`src/rtl/router_fifo.sv`:
```
// rtl/router_fifo.sv - per-destination output packet buffer of the 1x3 router
// Optional sticky ovf_err/udf_err flags are built when ROUTER_FIFO_ERR_EN is defined.
module router_fifo #(
  parameter int DEPTH = 16,
  parameter int WIDTH = 8
) (
  input  logic             clock,
  input  logic             resetn,
  input  logic             soft_reset,
  input  logic             write_enb,
  input  logic             read_enb,
  input  logic             lfd_state,
  input  logic [WIDTH-1:0] data_in,
  output logic [WIDTH-1:0] data_out,
  output logic             full,
  output logic             empty
`ifdef ROUTER_FIFO_ERR_EN
  ,
  output logic             ovf_err,
  output logic             udf_err
`endif
);

  localparam int AW = $clog2(DEPTH);

  logic [WIDTH:0] mem [DEPTH];
  logic [AW:0]    wr_ptr;
  logic [AW:0]    rd_ptr;
  logic [6:0]     pkt_cnt;
  logic           do_wr;
  logic           do_rd;
  logic [WIDTH:0] rd_entry;

  assign empty    = (wr_ptr == rd_ptr);
  assign full     = (wr_ptr[AW-1:0] == rd_ptr[AW-1:0]) && (wr_ptr[AW] != rd_ptr[AW]);
  // soft_reset wins over both ports, so neither pointer may move in a flush cycle
  assign do_wr    = write_enb && !full && !soft_reset;
  assign do_rd    = read_enb && !empty && !soft_reset;
  assign rd_entry = mem[rd_ptr[AW-1:0]];

  always_ff @(posedge clock) begin
    if (do_wr) begin
      mem[wr_ptr[AW-1:0]] <= {lfd_state, data_in};
    end
  end

  always_ff @(posedge clock or negedge resetn) begin
    if (!resetn) begin
      wr_ptr <= '0;
      rd_ptr <= '0;
    end else if (soft_reset) begin
      wr_ptr <= '0;
      rd_ptr <= '0;
    end else begin
      if (do_wr) wr_ptr <= wr_ptr + {{AW{1'b0}}, 1'b1};
      if (do_rd) rd_ptr <= rd_ptr + {{AW{1'b0}}, 1'b1};
    end
  end

  // Header bits [7:2] carry payload length; the +1 accounts for the parity byte
  always_ff @(posedge clock or negedge resetn) begin
    if (!resetn) begin
      pkt_cnt <= '0;
    end else if (soft_reset) begin
      pkt_cnt <= '0;
    end else if (do_rd) begin
      if (rd_entry[WIDTH]) begin
        pkt_cnt <= {1'b0, rd_entry[7:2]} + 7'd1;
      end else if (pkt_cnt != 7'd0) begin
        pkt_cnt <= pkt_cnt - 7'd1;
      end
    end
  end

  always_ff @(posedge clock or negedge resetn) begin
    if (!resetn) begin
      data_out <= '0;
    end else if (soft_reset) begin
      data_out <= '0;
    end else if (do_rd) begin
      data_out <= rd_entry[WIDTH-1:0];
    end else if (pkt_cnt == 7'd0) begin
      data_out <= '0;
    end
  end

`ifdef ROUTER_FIFO_ERR_EN
  always_ff @(posedge clock or negedge resetn) begin
    if (!resetn) begin
      ovf_err <= 1'b0;
      udf_err <= 1'b0;
    end else if (soft_reset) begin
      ovf_err <= 1'b0;
      udf_err <= 1'b0;
    end else begin
      if (write_enb && full) ovf_err <= 1'b1;
      if (read_enb && empty) udf_err <= 1'b1;
    end
  end
`endif

endmodule

```
`config.mk`:
```
export PLATFORM = sky130hd
export DESIGN_NAME = router_fifo
export DESIGN_NICKNAME = d
export VERILOG_FILES = /design/src/rtl/router_fifo.sv
export SDC_FILE = /design/constraint.sdc
export NUM_CORES = 1
export LEC_CHECK = 0
export CORE_ASPECT_RATIO = 0.7
export CORE_MARGIN = 2
export CORE_UTILIZATION = 55
export DETAILED_ROUTE_END_ITERATION = 7
export PLACE_DENSITY = 0.75
export REMOVE_ABC_BUFFERS = 1
export SLEW_MARGIN = 20
export SYNTH_ARGS = -nofsm -noshare
export SYNTH_HDL_FRONTEND = slang
export SYNTH_SLANG_ARGS = --single-unit
```
`constraint.sdc`:
```
create_clock -name clock -period 2.86 [get_ports clock]
set_input_delay 0.429 -clock clock [delete_from_list [all_inputs] [get_ports clock]]
set_output_delay 0.429 -clock clock [all_outputs]
set_load 0.01 [all_outputs]
```
==> metrics.cfg <==
[drt]
vias=4028
antenna_left=0
route.detailed.drc=0
viasPerCell=6.35
first_iter_violations=498
dr.pass1.iters=7
drt_wl_total_um=15400
wl_per_cell_um=24.3

[timing]
relSlewSlack_pct=49.8
timing.final.crit_share_pct=93.1
hold_viol=0
worstMarginPinSlew_ns=0.753
rsz0062_at_grt=false
period_needed_ns=2.66
finClkSkew_ns=0.0121
drv_slew=0
fmax_ghz=0.376
setup_viol=0

[final_layout]
final_nets=481
drive_gt1_share_pct=22.5
syn2layout_area_growth_pct=15.3
final_cell_mix=144 x edfxtp_1, 32 x mux4_2, 32 x nor2_1, 26 x buf_4
antenna_cells=0
final_common_cell=edfxtp_1
fill_cells=819
stdcell_count=634
final_area_um2=8230

[grt]
gr-total-overflow=0
first_global_vias=3872
grt_use_total_pct=23.6
antenna_found_initial=0
grt_pass1_wl_um=23500
grt_start_max_net_pins=41

[placed_design]
finalWeightedCongestion=0.822
placed_area_um2=7650
port_buffers=23
hpwl_um=9750
dp_cells=602

[logic_synthesis]
synth_area_um2=7140
ys.flop_type=edfxtp_1
async_flop_share_pct=14.8
synth_area_leaders=edfxtp_1 61%, mux4_2 10%, dfrtp_1 8.8%, mux4_1 2.2%, nor2_1 1.7%
yosys_register_bits=169
synth_top_area_share_pct=60.6
ys_seq_area_share_pct=69.3
synth_edf_count=144
yosys_warnings=0
yosys.area.top_type=edfxtp_1
syn_avg_cell_area_um2=17.3
post_synth_num_cell_types=48
syn-instance-count=412

[clock_network]
cts_hold_buf=0
cts_tree=built
clk_path_buf_depth=2
clk_latency_ns=0.43
ctsResizeCount=0
cts_buffers=17
cts_sinks=169
clk_pin_slew_ns=0.07
root_buffer=clkbuf_16
post_cts_buffers=0
htree_levels=4

[power_and_ir_drop]
p_per_area_nw_per_um2=739
ir_worst_vdd_mv=0.519
p_leak_uw=0.00275

[worst_setup_path]
required_ns=2.43
startpoint_type=register
path_class=register to output pin
critPathBufInv=3
critPathMaxFanout=40
crit_family=buffers and inverters
slowest_stage=clkdlybuf4s50_1
worstPathArrival_ns=2.23
cpPeakStageDelay_ns=0.54
crit_chain=buf_12, xnor2_1, nand4_1, buf_4, nor2_1, clkdlybuf4s50_1
end_kind=output pin

[run]
maxCapViolations=0

[worst_hold_path]
hp-class=primary input to asynchronous set/reset pin

[floorplan]
die-area_um2=13900
start_util_pct=56.9
rows=34
num_io_pins=24
dieHeight_um=99.3
core_um2=12500
die_w_um=140

[status]
status=completed

Yosys cell counts, drive strengths merged, types with 9 or more instances:
| master | instances |
|---|---|
| a22oi | 14 |
| nand2 | 27 |
| buf | 15 |
| nor2 | 32 |
| a21oi | 10 |
| mux4 | 38 |
| xor2 | 9 |
| nand3 | 13 |
| dfrtp | 25 |
| edfxtp | 144 |
sequential cells by signal, indices dropped and copies added (netlist names):
signal,count
pkt_cnt,7
mem,144
rd_ptr,5
data_out,8
wr_ptr,5
through the flow:
step	setup TNS, ns	setup WS [ns]	hold WS, ns	total power, uW	util [%]
6_report	0	0.198	0.369	6080	65.6
2_1_floorplan	-84.82	-0.766	0.133	3560	-
3_3_place_gp	0	0.445	0.517	3900	61.0
3_5_place_dp	0	0.379	0.530	3910	61.0
5_1_grt	0	0.0596	0.398	6300	65.6
4_1_cts	0	0.181	0.368	6100	65.6
final timing paths:
| kind | startpoint | end | slack [ns] | depth (start not counted) |
|---|---|---|---|---|
| min | resetn | data_out[6] | 0.37 | 2 |
| max in group asynchronous | resetn | rd_ptr[0] | 2.22 | 2 |
| max reg2reg | rd_ptr[0] | mem[1][6] | 0.31 | 8 |
| min reg2reg | data_out[5] | data_out[5] | 0.54 | 2 |
| min in group clock | data_out[5] | data_out[5] | 0.54 | 2 |
| max | rd_ptr[0] | full | 0.20 | 6 |
power by group:
group | leakage (uW) | total, uW | internal (uW) | switching, uW
logic | 0.000827 | 1080 | 469 | 609
clock network | 0.000283 | 2210 | 1250 | 960
registers | 0.00164 | 2790 | 2740 | 48.4
metal layers:
layer  GRT usage, %  vias to the layer above  part of all wire (%)
met3           6.02                       20                    11
met5              0                        -                     0
li1               -                     1728                     -
met4           8.62                        0                   1.8
met2           33.6                      240                    45
met1           36.0                     2040                    43
cells by family after synthesis:
group	Yosys count	synth area share (%)
buf+inv	28	2.40
flops	169	69.3
compound gates	51	5.80
fa+ha+maj	8	1.40
mux	38	12.3
simple gates	101	6.66
xor+xnor	17	2.09
layout make-up:
type                            instances  area (um^2)  share of cell area, %
Timing Repair Buffer                   51          465                   5.65
Multi-Input combinational cell        215         2020                   24.5
Clock buffer                           22          497                   6.03
Inverter                                5         18.8                  0.228
Sequential cell                       169         4950                   60.1
Clock inverter                         10         80.1                  0.973
Tap cell                              162          203                   2.46
Power figures use the tool's default switching activity.
